===== src/rtl/sdrc_mport_pkg.sv =====
// Shared types and constants for the Wishbone multi-port SDRAM front end.
// Latency: none (declarations only).
// Backpressure: not applicable.
package sdrc_mport_pkg;

    // Arbitration modes selected by the ARB_MODE parameter of sdrc_wb_mport
    localparam int ARB_RR    = 0;
    localparam int ARB_FIXED = 1;

    // Transaction state machine
    typedef enum logic [2:0] {
        IDLE  = 3'd0,
        REQ   = 3'd1,
        WDATA = 3'd2,
        RDATA = 3'd3,
        ACK   = 3'd4
    } state_t;

endpackage


===== src/rtl/sdrc_rr_arb.sv =====
// Combinational one-hot port selector: round-robin from i_ptr, or fixed (lowest index wins).
// Latency: purely combinational, zero cycles.
// Backpressure: none; the caller decides when the grant is taken.
//
// Ports:
//   i_req   request vector, one bit per port
//   i_ptr   round-robin starting index (ignored when i_fixed = 1)
//   i_fixed 1 = fixed priority, 0 = round-robin
//   o_gnt   one-hot grant, zero when i_req is zero
module sdrc_rr_arb #(
    parameter int NPORT = 4,
    parameter int PW    = 2
) (
    input  logic [NPORT-1:0] i_req,
    input  logic [PW-1:0]    i_ptr,
    input  logic             i_fixed,
    output logic [NPORT-1:0] o_gnt
);

    logic [PW-1:0]      w_start;
    logic [NPORT-1:0]   w_rot;
    logic [NPORT-1:0]   w_oh;
    logic [2*NPORT-1:0] w_gnt2;

    always_comb begin
        w_start = i_fixed ? '0 : i_ptr;
        // Rotate so the starting port sits at bit 0, pick the lowest set bit,
        // then rotate the one-hot result back into port numbering.
        w_rot   = NPORT'({i_req, i_req} >> w_start);
        w_oh    = w_rot & (~w_rot + NPORT'(1));
        w_gnt2  = {{NPORT{1'b0}}, w_oh} << w_start;
        o_gnt   = w_gnt2[NPORT-1:0] | w_gnt2[2*NPORT-1:NPORT];
    end

endmodule


===== src/rtl/sdrc_wb_mport.sv =====
// Arbitrates NPORT Wishbone slave ports onto one single-beat SDRAM application request port.
// Latency: ack in the 4th cycle counting the strobe cycle (IDLE->REQ->WDATA/RDATA->ACK), zero app wait.
// Backpressure: stalls in REQ until app_req_ack, in WDATA until app_wr_next_req, in RDATA until app_rd_valid.
//
// Ports:
//   wb_clk_i / wb_rst_i               clock, synchronous active-high reset
//   wb_cyc_i/stb_i/we_i/addr_i/dat_i/sel_i  per-port Wishbone inputs, port p at slice [p*W +: W]
//   wb_ack_o / wb_dat_o               per-port ack, shared read data
//   app_req* / app_wr_* / app_rd_*    SDRAM controller application interface
//   grant_o / busy_o                  current owner (one-hot) and FSM-not-idle flag
module sdrc_wb_mport
    import sdrc_mport_pkg::*;
#(
    parameter int NPORT    = 4,
    parameter int APP_AW   = 26,
    parameter int dw       = 32,
    parameter int bl       = 9,
    parameter int ARB_MODE = 0
) (
    input  logic                    wb_clk_i,
    input  logic                    wb_rst_i,
    input  logic [NPORT-1:0]        wb_cyc_i,
    input  logic [NPORT-1:0]        wb_stb_i,
    input  logic [NPORT-1:0]        wb_we_i,
    input  logic [NPORT*APP_AW-1:0] wb_addr_i,
    input  logic [NPORT*dw-1:0]     wb_dat_i,
    input  logic [NPORT*dw/8-1:0]   wb_sel_i,
    output logic [NPORT-1:0]        wb_ack_o,
    output logic [dw-1:0]           wb_dat_o,
    output logic                    app_req,
    output logic [APP_AW-1:0]       app_req_addr,
    output logic [bl-1:0]           app_req_len,
    output logic                    app_req_wr_n,
    input  logic                    app_req_ack,
    input  logic                    app_wr_next_req,
    input  logic                    app_rd_valid,
    input  logic                    app_last_rd,
    input  logic [dw-1:0]           app_rd_data,
    output logic [dw-1:0]           app_wr_data,
    output logic [dw/8-1:0]         app_wr_en_n,
    output logic [NPORT-1:0]        grant_o,
    output logic                    busy_o
);

    localparam int PW = (NPORT > 1) ? $clog2(NPORT) : 1;
    localparam int BW = dw / 8;

    state_t              r_state;
    state_t              w_next;
    logic [PW-1:0]       r_ptr;
    logic [NPORT-1:0]    r_grant;
    logic [PW-1:0]       r_gidx;
    logic [APP_AW-1:0]   r_addr;
    logic                r_we;
    logic [dw-1:0]       r_dat;
    logic [BW-1:0]       r_sel;
    logic [dw-1:0]       r_rdat;
    logic                r_drop;

    logic [NPORT-1:0]    w_req;
    logic [NPORT-1:0]    w_gnt;
    logic [PW-1:0]       w_gidx;
    logic [APP_AW-1:0]   w_addr;
    logic                w_we;
    logic [dw-1:0]       w_dat;
    logic [BW-1:0]       w_sel;
    logic                w_gcyc;
    logic                w_start;
    logic                w_clear;
    logic                w_set_drop;
    logic                w_ptr_upd;
    logic                w_rd_cap;

    // Every access is a single beat, so the last-read marker carries no information.
    logic                w_unused;
    assign w_unused = app_last_rd;

    assign w_req  = wb_cyc_i & wb_stb_i;
    // Owner still holding its cycle; used for abort and ack suppression.
    assign w_gcyc = |(r_grant & wb_cyc_i);

    sdrc_rr_arb #(
        .NPORT (NPORT),
        .PW    (PW)
    ) u_arb (
        .i_req   (w_req),
        .i_ptr   (r_ptr),
        .i_fixed (ARB_MODE == ARB_FIXED),
        .o_gnt   (w_gnt)
    );

    // Select the winning port's fields from the flattened buses.
    always_comb begin
        w_gidx = '0;
        w_addr = '0;
        w_we   = 1'b0;
        w_dat  = '0;
        w_sel  = '0;
        for (int i = 0; i < NPORT; i++) begin
            if (w_gnt[i]) begin
                w_gidx = PW'(i);
                w_addr = wb_addr_i[i*APP_AW +: APP_AW];
                w_we   = wb_we_i[i];
                w_dat  = wb_dat_i[i*dw +: dw];
                w_sel  = wb_sel_i[i*BW +: BW];
            end
        end
    end

    always_ff @(posedge wb_clk_i) begin
        if (wb_rst_i) begin
            r_state <= IDLE;
        end else begin
            r_state <= w_next;
        end
    end

    always_comb begin
        w_next     = r_state;
        w_start    = 1'b0;
        w_clear    = 1'b0;
        w_set_drop = 1'b0;
        w_ptr_upd  = 1'b0;
        w_rd_cap   = 1'b0;
        case (r_state)
            IDLE: begin
                if (|w_req) begin
                    w_start = 1'b1;
                    w_next  = REQ;
                end
            end
            REQ: begin
                // Once the controller has accepted, the access must run to
                // completion; only an un-accepted request can be withdrawn.
                if (app_req_ack) begin
                    w_next     = r_we ? WDATA : RDATA;
                    w_set_drop = ~w_gcyc;
                end else if (!w_gcyc) begin
                    w_next  = IDLE;
                    w_clear = 1'b1;
                end
            end
            WDATA: begin
                w_set_drop = ~w_gcyc;
                if (app_wr_next_req) begin
                    w_next    = ACK;
                    w_ptr_upd = 1'b1;
                end
            end
            RDATA: begin
                w_set_drop = ~w_gcyc;
                if (app_rd_valid) begin
                    w_next    = ACK;
                    w_ptr_upd = 1'b1;
                    w_rd_cap  = 1'b1;
                end
            end
            ACK: begin
                w_next  = IDLE;
                w_clear = 1'b1;
            end
            default: begin
                w_next  = IDLE;
                w_clear = 1'b1;
            end
        endcase
    end

    always_ff @(posedge wb_clk_i) begin
        if (wb_rst_i) begin
            r_ptr   <= '0;
            r_grant <= '0;
            r_gidx  <= '0;
            r_addr  <= '0;
            r_we    <= 1'b0;
            r_dat   <= '0;
            r_sel   <= '0;
            r_rdat  <= '0;
            r_drop  <= 1'b0;
        end else begin
            if (w_start) begin
                r_grant <= w_gnt;
                r_gidx  <= w_gidx;
                r_addr  <= w_addr;
                r_we    <= w_we;
                r_dat   <= w_dat;
                r_sel   <= w_sel;
                r_drop  <= 1'b0;
            end
            if (w_clear) begin
                r_grant <= '0;
            end
            if (w_set_drop) begin
                r_drop <= 1'b1;
            end
            if (w_ptr_upd) begin
                r_ptr <= (r_gidx == PW'(NPORT - 1)) ? '0 : r_gidx + PW'(1);
            end
            if (w_rd_cap) begin
                r_rdat <= app_rd_data;
            end
        end
    end

    assign app_req      = (r_state == REQ);
    assign app_req_addr = r_addr;
    assign app_req_len  = bl'(1);
    assign app_req_wr_n = ~r_we;
    assign app_wr_data  = r_dat;
    assign app_wr_en_n  = (r_state == WDATA) ? ~r_sel : '1;
    assign wb_dat_o     = r_rdat;
    assign wb_ack_o     = (r_state == ACK && !r_drop && w_gcyc) ? r_grant : '0;
    assign grant_o      = r_grant;
    assign busy_o       = (r_state != IDLE);

endmodule


===== config.mk =====
export PLATFORM = sky130hd
export DESIGN_NAME = sdrc_wb_mport
export DESIGN_NICKNAME = d
export VERILOG_FILES = /design/src/rtl/sdrc_mport_pkg.sv /design/src/rtl/sdrc_rr_arb.sv /design/src/rtl/sdrc_wb_mport.sv
export SDC_FILE = /design/constraint.sdc
export NUM_CORES = 1
export LEC_CHECK = 0
export ABC_CLOCK_PERIOD_IN_PS = 2700
export BUFFER_PORTS_ARGS = -buffer_cell sky130_fd_sc_hd__buf_2
export CAP_MARGIN = 10
export CORE_AREA = 3 3 157 159
export CTS_CLUSTER_DIAMETER = 200
export DETAILED_ROUTE_END_ITERATION = 8
export DIE_AREA = 0 0 160 162
export PLACE_DENSITY = 0.53
export SLEW_MARGIN = 20
export SYNTH_ARGS = -nofsm -noshare
export SYNTH_HDL_FRONTEND = slang
export SYNTH_SLANG_ARGS = --single-unit

===== constraint.sdc =====
create_clock -name wb_clk_i -period 2.7 [get_ports wb_clk_i]
set_input_delay 0.405 -clock wb_clk_i [delete_from_list [all_inputs] [get_ports wb_clk_i]]
set_output_delay 0.405 -clock wb_clk_i [all_outputs]
set_load 0.05 [all_outputs]

# --- Word level (Yosys, flattened, before mapping) ---
# Cells that the tools add are included.
op_classes:
  addsub: 2
  eq_ne: 9
  shift: 2
  n_mux: 42
  n_bitwise: 8
  n_reduce_logical: 12
op_table:
  columns: ["cell", "count"]
  rows:
  - ["$mux W32", 4]
  - ["$mux W26", 4]
  - ["$mux W4", 6]
  - ["$mux W1", 16]
  - ["$mux W3", 5]
  - ["$and A4 B4 Y4", 3]
  - ["$pmux W3 S4", 1]
  - ["$not A4 Y4", 2]
  - ["$reduce_or A4 Y1", 2]
  - ["$shl A4 B2 Y8", 1]
  - ["$shr A8 B2 Y4", 1]
  - ["$eq A3 B2 Y1 const B", 2]
  - ["$mux W2", 3]
  - ["$ne A2 B2 Y1 const B", 3]
  - ["$pmux W1 S2", 3]
  - ["$add A4 B1 Y4 const B", 1]
  - ["$or A4 B4 Y4", 1]
  - ["$reduce_and A4 Y1", 1]
  - ["$reduce_or A2 Y1", 2]
  - ["$eq A3 B1 Y1 const B", 1]
  - ["$eq A3 B3 Y1 const B", 1]
  - ["$logic_not A3 Y1", 1]
  - ["$ne A3 B3 Y1 const B", 1]
  - ["$reduce_bool A3 Y1", 1]
  - ["7 further kinds", 9]
word_totals:
  reg_bits: 107
  in_bits: 298
  out_inout_bits: 114
  wordCells: 85

# --- Depth between registers and ports, before layout ---
# Gate-level depths: netlist (run 1).
logic_depth:
  word_depth: 11
  depth_mapped: 8
  depth_no_buf: 5

# --- By module ---
# A second synthesis (run 1) with hierarchy kept.
hier_totals:
  cells_unflattened: 690
  hier_area_um2: 5330.1
by_module_without_submodules:
  columns: ["mod", "instances", "cells_per_inst", "area_per_inst_um2", "seq_area_each_um2"]
  rows:
  - ["sdrc_wb_mport", 1, 672, 5213.8, 2142.1]
  - ["sdrc_rr_arb", 1, 18, 116.4, 0.0]

# --- Worst setup path before layout (run 1) ---
# OpenSTA, ideal clock, no wires.
synth_path:
  path_type: "reg2reg"
  from: "reg r_state[0]"
  to: "reg r_addr[0] (netlist: app_req_addr[0])"
  setup_time_ps: 74
  arrival_time_ps: 2194
  t_required_ps: 2626
  setup_slack_ps: 432
  path_stages_with_launch: 9
  n_path_buf: 3
  period_less_slack_ps: 2268
  path_cell_list: "dfxtp_1 buf_6 or3_4 a21o_1 buf_6 nor4_4 buf_6 a22oi_2 o22ai_2"
synth_via:
  elab_chain_cells: 2
synth_rtl:
  columns: ["element", "line", "text"]
  rows:
  - ["from (decl)", "sdrc_wb_mport.sv:48", "state_t r_state;"]
  - ["from (signal assigned)", "sdrc_wb_mport.sv:114", "r_state <= w_next;"]
  - ["$logic_not A3 Y1", "sdrc_wb_mport.sv:125", "case (r_state)"]
  - ["$mux W1", "sdrc_wb_mport.sv:125", null]
  - ["to (signal assigned)", "sdrc_wb_mport.sv:184", "r_addr <= w_addr;"]
  - ["to (decl)", "sdrc_wb_mport.sv:53", "logic [APP_AW-1:0] r_addr;"]
# Every way passes these cells.
# A chain may end at the register's enable or synchronous reset.

# --- Worst setup path in the final report (run 1) ---
layout_path:
  from: "reg r_ptr[0]"
  to: "reg r_we"
layout_via:
  elab_chain_cells: 10
layout_rtl:
  columns: ["element", "line", "text"]
  rows:
  - ["from (decl)", "sdrc_wb_mport.sv:50", "logic [PW-1:0] r_ptr;"]
  - ["from (signal assigned)", "sdrc_wb_mport.sv:197", "r_ptr <= (r_gidx == PW'(NPORT - 1)) ? '0 : r_gidx + PW'(1);"]
  - ["$shr A8 B2 Y4", "sdrc_rr_arb.sv:29", "w_rot = NPORT'({i_req, i_req} >> w_start);"]
  - ["$not A4 Y4", "sdrc_rr_arb.sv:30", "w_oh = w_rot & (~w_rot + NPORT'(1));"]
  - ["$add A4 B1 Y4", "sdrc_rr_arb.sv:30", null]
  - ["$and A4 B4 Y4", "sdrc_rr_arb.sv:30", null]
  - ["$shl A4 B2 Y8 (*)", "sdrc_rr_arb.sv:31", "w_gnt2 = {{NPORT{1'b0}}, w_oh} << w_start;"]
  - ["$or A4 B4 Y4 (*)", "sdrc_rr_arb.sv:32", "o_gnt = w_gnt2[NPORT-1:0] | w_gnt2[2*NPORT-1:NPORT];"]
  - ["$mux W1 (3 in series)", "sdrc_wb_mport.sv:100", "if (w_gnt[i]) begin"]
  - ["$mux W1 (*)", "sdrc_wb_mport.sv:100", null]
  - ["to (signal assigned)", "sdrc_wb_mport.sv:185", "r_we <= w_we;"]
  - ["to (decl)", "sdrc_wb_mport.sv:54", "logic r_we;"]
# Mark *: on every way between the ends. The rest lies on a longest branch, timed or not.

==> run metrics, run 1 <==
drt drc 0; H-Tree Depth 3; pwr/cell area 563 nW/um2; critical path fanouts, max 41; worst endpoint required time approximately 2.9 ns; DR vias 6270; Ys Warns 0; worst slew pin tran roughly 0.77 ns; die area between 20000 and 30000 um2; setup ws final 0.219 ns; cts hold-fix bufs 0; area added between synthesis and finish 47.2%; slowest stage delay, CP 0.70 ns; R2R Setup Slk 0.22 ns; leakage 0.00355 uW; status finished, final reports clean; most used cell, CP buf_4; Layout Nets 1222; critical path launch point type flop; Adder-Cell Fraction of Synth Area less than 1%; die height approximately 160 um; Slew HR 47.7%; CP cell instances and4b_1, a31oi_1, o31ai_4, buf_4, a222oi_1, buf_4, o22ai_2; Port Buf Inserts 401; register area share after synthesis a little under two fifths; Final Hold Viols 0; post-synthesis simple-gate area fraction about 10%; VDD IR-drop max 0.365 mV; clk sinks about 110; largest family of logic cells by synthesized area compound AO/OA/AOI/OAI gates; Worst-Skew Late Latency roughly 0.35 ns; crit end category flop; area leader, netlist dfxtp_1; number of global-route vias before repair between 6000 and 7000; share of post-route cells with drive strength above 1 about 61%; endpoints failing setup 0; largest net degree at the start of global routing 69; first-pass GRT wire length ~35000 um; Clock Path Buffers 2; Routed WL approximately 24000 um; Synth cell types 37; total of max-cap violations 0; All-Layer GR Usage 17.2%; clock slew at reported path FFs 0.08 ns; mux share of post-synthesis cell area 0.713%; fin util between 30% and 40%; Post-Syn Area 5620 um2; DRT iter0 DRCs ~520; Cells after Synth ~550; worst r2r src r_ptr[0]; CTS Buf Count 9; Starting Density about a quarter; number of fill cells in the layout 2521; Tcrit/Tclk final approximately nine tenths; RSZ-0062 raised after global routing false; ranking of synthesized cells by area dfxtp_1 (38%), a22oi_2 (13%), o22ai_2 (13%); HP Class in2reg; critical path class reg2reg; CTS tree yes; global route total overflow 0; # rows 56; HP Start app_rd_data[27]; slowest CP cell a222oi_1; capture point of the worst reg-to-reg path r_we; post-DP HPWL between 15000 and 20000 um; Clock Skews 0.00906 ns; Worst Setup EP r_we; number of iterations in the first detailed-routing pass 8; Routed WL per cell around 19 um; initial antenna violation count 4; Placer Congestion around 0.81; worst path arrival time 2.71 ns; I/O pin total between 400 and 500; postcts setup bufs 0; Avg Cell Area, Syn approximately 10 um2; Post-synth EDFFs 0; Compound-Gate Fraction of Synth Area 43.6%; CTS root buf clkbuf_16; post-route ant nets 0; Post-synth ARST share 0%; Resize count post-CTS 0; Fmax achieved just over 0.4 GHz; Core Area 23400 um2; setup TNS 0 ns; Setup crit start r_ptr[0]; Max Slew Vio Count 0; Tmin final 2.48 ns; R2R cell count 7; Top FF cell, synth dfxtp_1; most common cell in the netlist dfxtp_1; post-synthesis sequential element count approximately 110; Synth top area share a little under two fifths; Setup WS pre-CTS approximately 0.16 ns; post-synthesis xor/xnor area fraction 0%; list of most frequent post-synthesis cells dfxtp_1 (107), nand2_1 (79), a222oi_1 (63); number of vias per cell between 5 and 6; die width ~160 um
==> logic make-up after synthesis <==
| kind of cell | Yosys count |
|---|---|
| buffers and inverters | 72 |
| DFF | 107 |
| muxes | 4 |
| adders and majority gates | 1 |
| AOI/OAI and AO/OA | 241 |
| and+or+nand+nor | 126 |
| other | 2 |
==> stage by stage <==
step                      power [uW]  hold slack (ns)  instances  cell area [um2]
final                           4650            0.284       1251             8270
after global routing            4900            0.273       1251             8270
after CTS                       4740            0.262       1247             8260
after detailed placement        3370            0.443       1231             7970
after global placement          3360            0.441       1231             7970
after floorplan                 2850            0.450        560             5640
==> flip-flops by register name, summed over array words and instances (netlist names) <==
| register | flops |
|---|---|
| r_drop | 1 |
| r_sel | 4 |
| r_we | 1 |
| grant_o | 4 |
| r_state | 3 |
| r_gidx | 2 |
| app_wr_data | 32 |
| wb_dat_o | 32 |
| r_ptr | 2 |
| app_req_addr | 26 |
==> worst min-delay path by stage <==
stage               depth (start not counted)            to
detailed placement                          2  wb_dat_o[10]
CTS                                         3  wb_dat_o[27]
global placement                            2  wb_dat_o[28]
global route                                3   wb_dat_o[8]
floorplan                                   2        r_drop
finish                                      3  wb_dat_o[27]
==> cell usage in the layout (no fill, tap or decap), types with 3 or more instances in the layout <==
cell / instances
diode_2: 4
buf_12: 7
nor3_1: 7
o22ai_1: 4
a222oi_1: 63
clkbuf_16: 9
nor2b_1: 3
o22ai_2: 59
a22oi_2: 59
buf_4: 15
nor2_1: 14
a22oi_1: 8
buf_2: 400
mux2i_1: 4
and2_1: 6
dfxtp_1: 107
nor3b_1: 3
nand2_1: 79
conb_1: 9
a21oi_1: 40
==> worst max-delay path: cells and delay by family (launching register included) <==
family | cells | cell delay (ns)
buffers and inverters | 2 | 0.52
AO/OA/AOI/OAI | 4 | 1.13
AND/OR/NAND/NOR | 1 | 0.24
flip-flops | 1 | 0.43
==> where the power goes <==
group	switching, uW	internal, uW	total, uW
registers	85.7	1700	1780
clock network	667	669	1340
logic	989	547	1540
==> metal layers <==
metal | wire [um] | GRT usage, % | vias to the layer above | share of wire, %
li1 | - | - | 2946 | -
met1 | 9530 | 20.7 | 2988 | 40
met2 | 11700 | 29.1 | 307 | 49
met3 | 1930 | 5.23 | 29 | 8.1
met4 | 541 | 6.43 | 0 | 2.3
met5 | 0 | 0 | - | 0
==> cell type report <==
type / count / area [um2] / share of cell area [%]
antenna: 4 / 10.0 / 0.121
clock buffer: 11 / 243 / 2.94
clock inverter: 5 / 46.3 / 0.560
inverter: 2 / 7.51 / 0.0908
multi-input combinational: 381 / 3160 / 38.3
sequential: 107 / 2140 / 25.9
tap: 319 / 399 / 4.83
timing repair buffer: 422 / 2250 / 27.3
No activity file was read; power rests on OpenSTA's default activity.
==> run 2: changes to the inputs <==
==> constraint.sdc (replaced) <==
create_clock -name wb_clk_i -period 2.7 [get_ports wb_clk_i]
set_input_delay 0.135 -clock wb_clk_i [delete_from_list [all_inputs] [get_ports wb_clk_i]]
set_output_delay 0.135 -clock wb_clk_i [all_outputs]
set_load 0.05 [all_outputs]
==> run metrics, run 2 (synthesis results as in run 1) <==
share of post-route cells with drive strength above 1 between 50% and 60%; die area about 26000 um2; critical path fanouts, max 51; number of inserted diodes 0; Slew HR about half; global route total overflow 0; area added between synthesis and finish 49.8%; first-pass GRT wire length 35800 um; CTS Buf Count 9; Setup crit start r_ptr[1]; DR WL met2 between 10000 and 15000 um; R2R Setup Slk about 0.43 ns; CTS root buf clkbuf_16; most frequent cells in the layout buf_2 (400), dfxtp_1 (107), nand2_1 (79), a222oi_1 (63); met1 WL about 9500 um; leakage between 0.003 and 0.004 uW; DR top layer met4; number of global-route vias before repair roughly 6200; CTS tree yes; worst r2r src r_ptr[1]; die width between 150 and 200 um; post-DP HPWL 17800 um; total power approximately 4600 uW; critical path class reg2reg; pwr/cell area 552 nW/um2; Placer Congestion about 0.81; worst slew pin tran approximately 0.77 ns; number of vias per cell about 5; number of fill cells in the layout 2488; die height roughly 160 um; number of iterations in the first detailed-routing pass 9; Fmax achieved between 0.4 and 0.5 GHz; All-Layer GR Usage 17.3%; Core Area around 23000 um2; Worst-Skew Late Latency 0.35 ns; crit end category flop; DR vias approximately 6300; largest net degree at the start of global routing 104; VDD IR-drop max approximately 0.24 mV; Max Slew Vio Count 0; initial antenna violation count 0; HP Start app_rd_data[13]; Setup WS pre-CTS between 0.2 and 0.3 ns; RSZ-0062 raised after global routing false; Resize count post-CTS 0; Layout Nets approximately 1200; drt drc 0; Tmin final between 2 and 2.5 ns; I/O pin total around 410; clk sinks between 100 and 150; met3 wire length between 1500 and 2000 um; endpoints failing setup 0; # rows 56; worst endpoint required time just under 3 ns; Tcrit/Tclk final between 80 and 90%; critical path launch point type flop; Clock Skews between 0.007 and 0.008 ns; post-route ant nets 0; Starting Density 24.0%; clock slew at reported path FFs around 0.08 ns; HP Class in2reg; DRT iter0 DRCs just under 700; Routed WL between 20000 and 25000 um; Clock Path Buffers 2; total of max-cap violations 0; setup TNS 0 ns; worst path arrival time approximately 2.5 ns; Routed WL per cell roughly 19 um; H-Tree Depth 3; setup ws final approximately 0.43 ns; Port Buf Inserts 401; status finished, final reports clean; Final Hold Viols 0; most common cell after layout, fill and taps aside buf_2
run 2: layout make-up:
type	count	area, um2	share of cell area [%]
multi-input cells	381	3160	37.6
repair buffers	438	2420	28.8
flip-flops and latches	107	2140	25.5
well taps	319	399	4.74
clock buffers	10	229	2.72
clock inverters	6	48.8	0.580
inverters	2	7.51	0.0892
run 2: stage by stage:
step           hold slack, ns  cells  cell area [um2]  utilization [%]
2_1_floorplan           0.271    560             5640                -
3_3_place_gp            0.378   1228             7940             33.9
3_5_place_dp            0.381   1228             7940             33.9
4_1_cts              0.000525   1263             8410             35.9
5_1_grt                0.0142   1263             8410             35.9
6_report               0.0257   1263             8410             35.9
run 2: worst paths after layout:
path / endpoint / depth (start not counted)
max: r_sel[1] / 7
min: wb_dat_o[13] / 3
max reg2reg: r_sel[1] / 7
min reg2reg: wb_dat_o[30] / 2
run 2: repair_timing:
item,in CTS,in global routing
hold buffers,19,0
hold endpoints to repair,19,0
buffers inserted,0,0
run 2: critical path, cell delays in order (launching register included):
cell and delay, ns:
dfxtp_1 0.42, and4b_1 0.28, a31oi_1 0.24, o31ai_4 0.13, buf_12 0.19, a222oi_1 0.58
buf_4 0.20, o22ai_1 0.06
run 2: power by group:
group / internal [uW] / total (uW) / switching [uW]
Clock: 639 / 1300 / 660
Sequential: 1700 / 1780 / 88.0
Combinational: 564 / 1560 / 994
Total: 2900 / 4640 / 1740
run 2: per-layer routing:
| metal | vias to the layer above | track usage [%] |
|---|---|---|
| met2 | 319 | 30.1 |
| met4 | 0 | 4.93 |
| met3 | 20 | 4.77 |
| li1 | 2968 | - |
| met1 | 3007 | 21.0 |
| met5 | - | 0 |
